<file path="src/rtl/system_top_if.sv">
// Display-side bundle of the board demo top: 7-seg anodes, segments, lock flag.
// Driven by system_top (master), observed by the board pins / bench (slave).
interface system_top_if;
  logic [3:0] SEG_SELECT_OUT;
  logic [7:0] HEX_OUT;
  logic       MMCM_LOCKED;

  modport master (
    output SEG_SELECT_OUT,
    output HEX_OUT,
    output MMCM_LOCKED
  );

  modport slave (
    input SEG_SELECT_OUT,
    input HEX_OUT,
    input MMCM_LOCKED
  );
endinterface

</file>
<file path="src/rtl/system_top.sv">
// Board demo top: modelled clock-manager lock, gated reset, hex counter on 7-seg.
// Define LEADING_ZERO_BLANK_EN to blank leading zero digits.
module system_top #(
  parameter int LOCK_CYCLES = 1000,
  parameter int REFRESH_DIV = 1000,
  parameter int COUNT_DIV   = 10000
) (
  input  logic CLK100_IN,
  input  logic HARD_RSTN,
  system_top_if.master disp_if
);

  localparam int LW = $clog2(LOCK_CYCLES + 1);
  localparam int RW = $clog2(REFRESH_DIV + 1);
  localparam int CW = $clog2(COUNT_DIV + 1);

  logic [LW-1:0] lock_cnt_q, lock_cnt_d;
  logic          locked_q, locked_d;
  logic [1:0]    sync_q;
  logic          sys_rst_n;

  logic [CW-1:0] cpre_q, cpre_d;
  logic [15:0]   value_q, value_d;
  logic [RW-1:0] rpre_q, rpre_d;
  logic [1:0]    idx_q, idx_d;
  logic [3:0]    sel_q, sel_d;
  logic [7:0]    hex_q, hex_d;

  logic          cwrap, rwrap;
  logic [3:0]    nib;
  logic          blank;

  function automatic logic [7:0] seg7(input logic [3:0] d);
    logic [7:0] s;
    unique case (d)
      4'h0: s = 8'hC0;
      4'h1: s = 8'hF9;
      4'h2: s = 8'hA4;
      4'h3: s = 8'hB0;
      4'h4: s = 8'h99;
      4'h5: s = 8'h92;
      4'h6: s = 8'h82;
      4'h7: s = 8'hF8;
      4'h8: s = 8'h80;
      4'h9: s = 8'h90;
      4'hA: s = 8'h88;
      4'hB: s = 8'h83;
      4'hC: s = 8'hC6;
      4'hD: s = 8'hA1;
      4'hE: s = 8'h86;
      default: s = 8'h8E;
    endcase
    return s;
  endfunction

  always_comb begin
    lock_cnt_d = lock_cnt_q;
    locked_d   = locked_q;
    if (!locked_q) begin
      if (lock_cnt_q == LW'(LOCK_CYCLES - 1))
        locked_d = 1'b1;
      else
        lock_cnt_d = lock_cnt_q + 1'b1;
    end
  end

  always_ff @(posedge CLK100_IN or negedge HARD_RSTN) begin
    if (!HARD_RSTN) begin
      lock_cnt_q <= '0;
      locked_q   <= 1'b0;
    end else begin
      lock_cnt_q <= lock_cnt_d;
      locked_q   <= locked_d;
    end
  end

  // locked_q only falls with HARD_RSTN, so this is the synchronised AND
  always_ff @(posedge CLK100_IN or negedge HARD_RSTN) begin
    if (!HARD_RSTN)
      sync_q <= 2'b00;
    else
      sync_q <= {sync_q[0], locked_q};
  end

  assign sys_rst_n = sync_q[1];

  always_comb begin
    cwrap   = (cpre_q == CW'(COUNT_DIV - 1));
    rwrap   = (rpre_q == RW'(REFRESH_DIV - 1));
    cpre_d  = cwrap ? '0 : cpre_q + 1'b1;
    rpre_d  = rwrap ? '0 : rpre_q + 1'b1;
    value_d = value_q + {15'd0, cwrap};
    idx_d   = idx_q + {1'b0, rwrap};
  end

  always_comb begin
    nib   = 4'h0;
    blank = 1'b0;
    unique case (idx_q)
      2'd0: nib = value_q[3:0];
      2'd1: nib = value_q[7:4];
      2'd2: nib = value_q[11:8];
      default: nib = value_q[15:12];
    endcase
`ifdef LEADING_ZERO_BLANK_EN
    unique case (1'b1)
      (idx_q == 2'd3): blank = (value_q[15:12] == 4'h0);
      (idx_q == 2'd2): blank = (value_q[15:8] == 8'h00);
      (idx_q == 2'd1): blank = (value_q[15:4] == 12'h000);
      default:         blank = 1'b0;
    endcase
`else
    blank = 1'b0;
`endif
    sel_d = ~(4'b0001 << idx_q);
    hex_d = blank ? 8'hFF : seg7(nib);
  end

  always_ff @(posedge CLK100_IN or negedge sys_rst_n) begin
    if (!sys_rst_n) begin
      cpre_q  <= '0;
      rpre_q  <= '0;
      value_q <= 16'h0000;
      idx_q   <= 2'd0;
      sel_q   <= 4'b1111;
      hex_q   <= 8'hFF;
    end else begin
      cpre_q  <= cpre_d;
      rpre_q  <= rpre_d;
      value_q <= value_d;
      idx_q   <= idx_d;
      sel_q   <= sel_d;
      hex_q   <= hex_d;
    end
  end

  assign disp_if.SEG_SELECT_OUT = sel_q;
  assign disp_if.HEX_OUT        = hex_q;
  assign disp_if.MMCM_LOCKED    = locked_q;

endmodule

</file>
<file path="src/flat_wrapper.sv">
// flat-port wrapper written by rule: the top's interface ports become plain ports
module system_top_flat 
#(
  parameter int LOCK_CYCLES = 1000,
  parameter int REFRESH_DIV = 1000,
  parameter int COUNT_DIV   = 10000
)
  (CLK100_IN, HARD_RSTN, disp_if_SEG_SELECT_OUT, disp_if_HEX_OUT, disp_if_MMCM_LOCKED);
  system_top_if disp_if_i ();
  input  logic CLK100_IN;
  input  logic HARD_RSTN;
  output wire logic [$bits(disp_if_i.SEG_SELECT_OUT)-1:0] disp_if_SEG_SELECT_OUT;
  output wire logic [$bits(disp_if_i.HEX_OUT)-1:0] disp_if_HEX_OUT;
  output wire logic [$bits(disp_if_i.MMCM_LOCKED)-1:0] disp_if_MMCM_LOCKED;
  assign disp_if_SEG_SELECT_OUT = disp_if_i.SEG_SELECT_OUT;
  assign disp_if_HEX_OUT = disp_if_i.HEX_OUT;
  assign disp_if_MMCM_LOCKED = disp_if_i.MMCM_LOCKED;
  system_top #(.LOCK_CYCLES(LOCK_CYCLES), .REFRESH_DIV(REFRESH_DIV), .COUNT_DIV(COUNT_DIV)) u_core (.CLK100_IN(CLK100_IN), .HARD_RSTN(HARD_RSTN), .disp_if(disp_if_i));
endmodule
</file>
<file path="config.mk">
export PLATFORM = sky130hd
export DESIGN_NAME = system_top_flat
export DESIGN_NICKNAME = d
export VERILOG_FILES = /design/src/rtl/system_top_if.sv /design/src/rtl/system_top.sv /design/src/flat_wrapper.sv
export SDC_FILE = /design/constraint.sdc
export NUM_CORES = 1
export LEC_CHECK = 0
export CAP_MARGIN = 20
export CELL_PAD_IN_SITES_DETAIL_PLACEMENT = 0
export CELL_PAD_IN_SITES_GLOBAL_PLACEMENT = 1
export CORE_MARGIN = 3
export CORE_UTILIZATION = 40
export CTS_CLUSTER_DIAMETER = 30
export DETAILED_ROUTE_END_ITERATION = 6
export PLACE_DENSITY_LB_ADDON = 0.1
export SLEW_MARGIN = 20
export SYNTH_ARGS = -nofsm -noshare
export SYNTH_HDL_FRONTEND = slang
export SYNTH_SLANG_ARGS = --single-unit
</file>
<file path="constraint.sdc">
create_clock -name CLK100_IN -period 2.3 [get_ports CLK100_IN]
set_clock_uncertainty 0.2 [all_clocks]
set_input_delay 0.345 -clock CLK100_IN [delete_from_list [all_inputs] [get_ports CLK100_IN]]
set_output_delay 0.345 -clock CLK100_IN [all_outputs]
set_load 0.02 [all_outputs]
</file>
==> impl_results.md, run 1 <==
- Register area share after synthesis: 55.5%
- First-pass GRT wire length: 8850 um
- Area grow syn2layout: 18.3%
- GRT Util Overall: between 10% and 20%
- FILL cells: 661
- Crit. End Element: register
- Clock share of power: a little under half
- Final worst-path cycle share: between 90% and 100%
- Hold Fails Final Rpt: 0
- Max clock buf depth: 2
- Synth top area share: 45.8%
- Post-DP Area: ~0.0033 sq mm
- ANT nets after route: 0
- Power Density: 629 mW/mm^2
- Met3 Use GR: ~3.2%
- CP Data Required Time: between 2 and 2.5 ns
- Vias per std cell: 4.86
- Comb pwr share: 0.3%
- Commonest non-fill, non-tap cell in the layout: dfrtp_1
- Depth of the CTS H-tree: 3
- Initial Util: between 40 and 50%
- Die area: 0.00858 sq mm
- Total Routed Length: approximately 5000 um
- Hold Crit Class: register to async pin
- Final antenna diode count: 0
- Yosys cell types: 39
- Antenna violations before repair: 0
- Dominant cells by area after synthesis: dfrtp_1, dfstp_2, xnor2_1
- Mapped Area: around 0.003 sq mm
- Most used DFF post-synth: dfrtp_1
- F_max: around 460 MHz
- Internal power consumption: between 1.5 and 2 mW
- Lkg Pwr: approximately 1.6 nW
- Max FO, Critical Path: 6
- Sequential Area: around 0.0017 sq mm
- Largest net degree at the start of global routing: 25
- Slew headroom: 62.7%
- Switch Pwr: ~440 uW
- Worst skew pair latency: around 0.34 ns
- Core Box Area: around 0.007 sq mm
- WL/cell: 13.2 um
- RSZ-0062 raised after global routing: no
- Seq cells post-synth: 66
- Syn nets: ~270
- Worst VDD drop: ~0.27 mV
- Vias in the first global route: roughly 1.9k
- Mapped Cells: 252
- Flop pwr share: between 50% and 60%
- Root Driver: clkbuf_8
- Pins Over Slew Limit: 0
- Most used routing layer: met2
- Nature of the critical path startpoint: register
- Grt ovf: 0
- Clock slew at reported path FFs: around 0.070 ns
- Synth Warn #: 0
- CTS tree: yes
- Max cap viols: 0
- Start point of the critical path: u_core.value_q[9]
- Most frequent cells in the layout: dfrtp_1, xnor2_1, nor2_1
- Die W: slightly above 90 um
- Ports: 15
- Multi-input logic area: 0.00129 sq mm
- DRT Pass-1 Iters: 4
- Layout cells sized above 1: between 10% and 20%
- # DRC: 0
- WHS: about 0.032 ns
- I/O Buffers: 13
- Crit Path Class: register to register
- Sw frac: roughly a fifth
- Post-route setup TNS: 0 ns
- Syn avg cell area: around 12 sq um
- Asr flop ratio synth: 100%
- Yosys top cell by area: dfrtp_1
- Clock sink count: 66
- CTS Buf Count: 9
- Tightest Pin Transition: about 0.56 ns
- Initial DRC Count: 53
- Final Util: roughly half
- Rows: 30
- Min Clock Period, post-route: between 2 and 2.5 ns
- Critical Path AT: 2.22 ns
- Crit Reg-Reg Startpoint: u_core.value_q[9]
- Status: complete, no violations
- Die Ht: between 90 and 100 um
- Finish-stage setup viols: 0
- Post-route cell area: around 0.0036 sq mm
- # nets final: between 200 and 300
- Met1 Resource Use GR: ~18%
- DP HPWL: about 3600 um
- Post-synth EDFFs: 0
- Met2 Use GR: 20.0%
- GP Congestion: between 0.7 and 0.8
- Vias after detailed routing: approximately 1.9k
cell families (layout without fill, tap and decap cells):
group | after synthesis | count (layout) | share of synthesized area, %
compound gates | 13 | 13 | 2.83
xor+xnor | 40 | 40 | 11.7
fa+ha+maj | 11 | 11 | 4.58
buf+inv | 15 | 50 | 2.50
flops | 66 | 66 | 55.5
mux | 10 | 10 | 5.71
other cells | 1 | 1 | 0.125
simple gates | 96 | 96 | 17.1
synth_stat cells (4+ instances only):
library cell and instances:
a21oi_1 4, xor2_1 17, nor3_1 7, ha_1 11
dfstp_2 11, and3_1 7, nand3_1 12, dfrtp_1 55
mux2i_1 4, xnor2_1 23, inv_1 9, nand2b_1 4
nor2_1 21, nand2_1 19, nand4_1 12
final timing paths:
check,end,slack [ns],depth (start not counted)
max in group asynchronous,u_core.cpre_q[0],1.22,1
min reg2reg,u_core.value_q[7],0.03,0
max reg2reg,u_core.disp_if.HEX_OUT[3],0.13,5
max,u_core.disp_if.HEX_OUT[3],0.13,5
min in group CLK100_IN,u_core.sync_q[1],0.15,0
min,u_core.value_q[7],0.03,0
metal layers:
| metal | wire length, um | vias up | part of all wire [%] |
|---|---|---|---|
| met1 | 2370 | 908 | 47 |
| met5 | 0 | - | 0 |
| li1 | - | 923 | - |
| met3 | 143 | 12 | 2.8 |
| met4 | 128 | 0 | 2.5 |
| met2 | 2420 | 18 | 48 |
flip-flops by register name, summed over array words and instances (netlist names):
name                           cells
u_core.value_q                    16
u_core.lock_cnt_q                 10
u_core.idx_q                       2
u_core.sync_q                      2
u_core.rpre_q                     10
u_core.disp_if.HEX_OUT             7
u_core.disp_if.SEG_SELECT_OUT      4
u_core.disp_if.MMCM_LOCKED         1
u_core.cpre_q                     14
worst max-delay path: stages, from the launching register on:
cell	delay [ns]
dfrtp_1	0.42
mux4_1	0.65
inv_1	0.16
ha_1	0.17
inv_1	0.04
mux4_2	0.44
per-stage QoR:
step	power, mW	std cells	setup slack (ns)
after floorplan	1.18	252	0.0208
after detailed placement	1.19	365	0.0276
final	2.24	383	0.135
after CTS	2.27	381	0.0317
after global routing	2.33	383	0.00441
after global placement	1.19	365	0.0925
power by group through the flow:
stage	registers [mW]	logic, mW	clock network (mW)
3_3_place_gp	1.18	0.00748	0
3_5_place_dp	1.18	0.00765	0
2_1_floorplan	1.18	0.00272	0
5_1_grt	1.16	0.00825	1.16
6_report	1.16	0.00703	1.07
4_1_cts	1.16	0.00764	1.10
cell type report:
cell class	instances	area share (%)
clock buffer	11	3.98
clock inverter	5	2.18
inverter	9	0.951
multi-input combinational	171	36.4
sequential	66	46.9
tap	96	3.38
timing repair buffer	25	6.20
timing repair:
item | 4_1_cts | 5_1_grt
buffers inserted | 0 | 2
hold buffers | 0 | 0
resized for setup | 0 | 2
setup endpoints to repair | 0 | 5
Power figures use the tool's default switching activity.
==> inputs of run 2 (changes only) <==
- ABC_AREA: default -> 1
- CORE_ASPECT_RATIO: default -> 1.25
==> run 2 against run 1 <==
  * Non-clock buffer count up 1
  * Total power is 5.9% lower
  * Critical endpoint is now u_core.value_q[6]
  * Wire length grew 28%
  * Cell count is 42% higher
  * Highest routed layer unchanged
  * Flip-flop and latch count is the same
  * Synthesized cell count is 62% higher
  * Utilization is 2.5 points lower
  * Cell area up 13%
  * Clock power down 12%
  * Maximum frequency grew 0.98%
==> impl_results.md, run 2 <==
- Status: complete, no violations
- Multiplexer share of the synthesized area: 0%
- Finish-stage setup viols: 0
- Flop pwr share: 55.1%
- DRT Pass-1 Iters: 4
- Largest register FFs: 16
- Initial Util: roughly 41%
- GP Congestion: slightly below 0.8
- Combinational family with the most area after synthesis: simple AND/OR/NAND/NOR gates
- Clock share of power: between 40% and 50%
- Lkg Pwr: about 2 nW
- Seq cells post-synth: 66
- Clock sink count: 66
- Rows: 37
- Hold Fails Final Rpt: 0
- Comb pwr share: less than 1%
- I/O Buffers: 13
- Compound-gate portion of the synthesized area: 2.61%
- Count leader, synth: nand2_1
- Post-DP Area: around 0.0038 sq mm
- Synth top area share: approximately two fifths
- Sw frac: between 20% and 30%
- Largest net degree at the start of global routing: 28
- Internal power consumption: 1.66 mW
- Register area share after synthesis: 48.2%
- Synth Area in XOR/XNOR: 7.85%
- Total Routed Length: between 6000 and 7000 um
- Post-synth EDFFs: 0
- Die area: about 0.0098 sq mm
- Min Clock Period, post-route: between 2 and 2.5 ns
- CTS Buf Count: 9
- Met1 Resource Use GR: 19.6%
- Met3 Use GR: approximately 2.7%
- # DRC: 0
- Asr flop ratio synth: 100%
- Final worst-path cycle share: between 90 and 100%
- Root Driver: clkbuf_8
- Mapped Area: roughly 0.0035 sq mm
- Switch Pwr: 450 uW
- First-pass GRT wire length: roughly 12000 um
- Commonest cells in the synthesized netlist: nand2_1, dfrtp_1, inv_1
- CTS tree: yes
- Die Ht: ~110 um
- Reg with most FFs: u_core.value_q
- Final antenna diode count: 0
- Vias in the first global route: ~2.6k
- ANT nets after route: 0
- Worst skew pair latency: 0.34 ns
- Grt ovf: 0
- Initial DRC Count: between 80 and 90
- Critical Path AT: ~2.2 ns
- Tightest Pin Transition: between 0.6 and 0.7 ns
- Nature of the critical path startpoint: register
- Slew headroom: between 50% and 60%
- Most used DFF post-synth: dfrtp_1
- DP HPWL: ~4800 um
- Vias per std cell: about 4.8
- Worst VDD drop: 0.269 mV
- Yosys top cell by area: dfrtp_1
- Depth of the CTS H-tree: 3
- Crit Reg-Reg Startpoint: u_core.cpre_q[0]
- Commonest non-fill, non-tap cell in the layout: nand2_1
- Synth Warn #: 0
- Max FO, Critical Path: 3
- Met2 Use GR: between 20% and 30%
- Die W: about 89 um
- Max cap viols: 0
- Ports: 15
- Vias after detailed routing: approximately 2.6k
- CP Data Required Time: around 2.3 ns
- FILL cells: a little under 800
- Crit. End Element: register
- Inst Count DP: about 520
- Final Instance Count excl. Fillers: roughly 540
- Hold Crit Class: register to async pin
- Start point of the critical path: u_core.cpre_q[0]
- Area grow syn2layout: 16.1%
- Antenna violations before repair: 0
- Post-Synth Simple-Gate Area: 29.7%
- GRT Util Overall: between 10% and 20%
- Most frequent cells in the layout: nand2_1, dfrtp_1, inv_1
- Most used routing layer: met2
- # nets final: roughly 460
- Power Density: between 500 and 600 mW/mm^2
- Adder-Cell Fraction of Synth Area: around 4%
- Syn avg cell area: approximately 8.5 sq um
- Clock slew at reported path FFs: around 0.080 ns
- Pins Over Slew Limit: 0
- Mapped Cells: approximately 410
- Post-route cell area: 0.00401 sq mm
- Syn nets: roughly 420
- Dominant cells by area after synthesis: dfrtp_1, nand2_1, dfstp_2
- Max clock buf depth: 2
- Crit Path Class: register to register
- F_max: ~470 MHz
- Top flop regs: u_core.value_q x16, u_core.cpre_q x14
- Yosys cell types: 29
- Core Box Area: roughly 0.0083 sq mm
- WL/cell: ~12 um
- Layout cells sized above 1: between 10% and 20%
[run 2: changes by cell type after synthesis, sizes merged, moves of 5 or more]
cell and change:
o21ai +9, nor2 +27, xor2 +5, inv +49, and3 -7, mux4 -5, xnor2 -14, nand2 +91
nand3 +30
[run 2: kinds of logic (layout without fill, tap and decap cells)]
logic type / after synthesis / after routing
flip-flops: 66 / 66
adder cells (fa/ha/maj): 11 / 11
AO/OA/AOI/OAI: 18 / 18
XOR/XNOR: 31 / 31
AND/OR/NAND/NOR: 220 / 220
other: 1 / 1
buffers and inverters: 62 / 100
[run 2: worst max-delay path, stage by stage, from the launching register on]
cell     delay [ns]
dfrtp_1        0.35
ha_2           0.19
nand2_2        0.07
nor2_4         0.08
inv_1          0.04
nor2_1         0.08
nand2_1        0.08
inv_2          0.09
ha_4           0.15
ha_4           0.13
nand2_2        0.06
nor2_4         0.15
buf_4          0.14
nand3_1        0.07
xnor2_1        0.13
[run 2: repair_timing]
action,in CTS,in global routing
resized for setup,1,5
hold buffers,0,0
endpoints found under the setup margin,2,8
pin swaps,1,7
buffers inserted,2,2
cloned,0,0
[run 2: through the flow]
step | power [mW] | TNS [ns] | setup slack [ns] | util (%) | hold slack [ns]
detailed placement | 1.19 | -0.0471 | -0.0471 | 45.2 | 0.0744
floorplan | 1.18 | 0 | 0.00881 | - | -0.151
global route | 2.21 | -0.0145 | -0.0145 | 48.2 | 0.0990
finish | 2.11 | 0 | 0.156 | 48.2 | 0.0518
CTS | 2.15 | 0 | 0.0335 | 47.7 | 0.0715
global placement | 1.19 | 0 | 0.0497 | 45.2 | 0.0748
[run 2: area by class of cell]
cell class | instances | area [sq um] | share of cell area, %
inverters | 58 | 220 | 5.49
clock inverters | 6 | 57.6 | 1.43
multi-input cells | 281 | 1590 | 39.7
flip-flops and latches | 66 | 1670 | 41.5
well taps | 97 | 121 | 3.02
repair buffers | 26 | 228 | 5.67
clock buffers | 10 | 128 | 3.18
[run 2: power groups by stage]
| stage | combinational [mW] | sequential (mW) | clock (mW) |
|---|---|---|---|
| final | 0.00741 | 1.16 | 0.938 |
| after global routing | 0.00855 | 1.16 | 1.04 |
| after CTS | 0.00798 | 1.16 | 0.980 |
| after detailed placement | 0.00780 | 1.18 | 0 |
| after global placement | 0.00778 | 1.18 | 0 |
| after floorplan | 0.00272 | 1.18 | 0 |
[run 2: final timing paths]
| kind | cells past startpoint | slack (ns) | to |
|---|---|---|---|
| worst max-delay path | 14 | 0.16 | u_core.value_q[6] |
| worst min register to register | 1 | 0.05 | u_core.cpre_q[13] |
| min in group CLK100_IN | 0 | 0.15 | u_core.sync_q[1] |
| worst max register to register | 14 | 0.16 | u_core.value_q[6] |
| max in group asynchronous | 1 | 1.27 | u_core.sync_q[1] |
| worst min-delay path | 1 | 0.05 | u_core.cpre_q[13] |
[run 2: metal layers]
layer | wire length (um) | share of wire [%]
met5 | 0 | 0
met1 | 3040 | 47
met2 | 3170 | 49
met4 | 125 | 1.9
met3 | 123 | 1.9
==> inputs of run 3 (changes only) <==
- CAP_MARGIN: 20 -> default
==> results of run 3 <==
The final DEF is identical to that of run 2; final timing and power are the same.
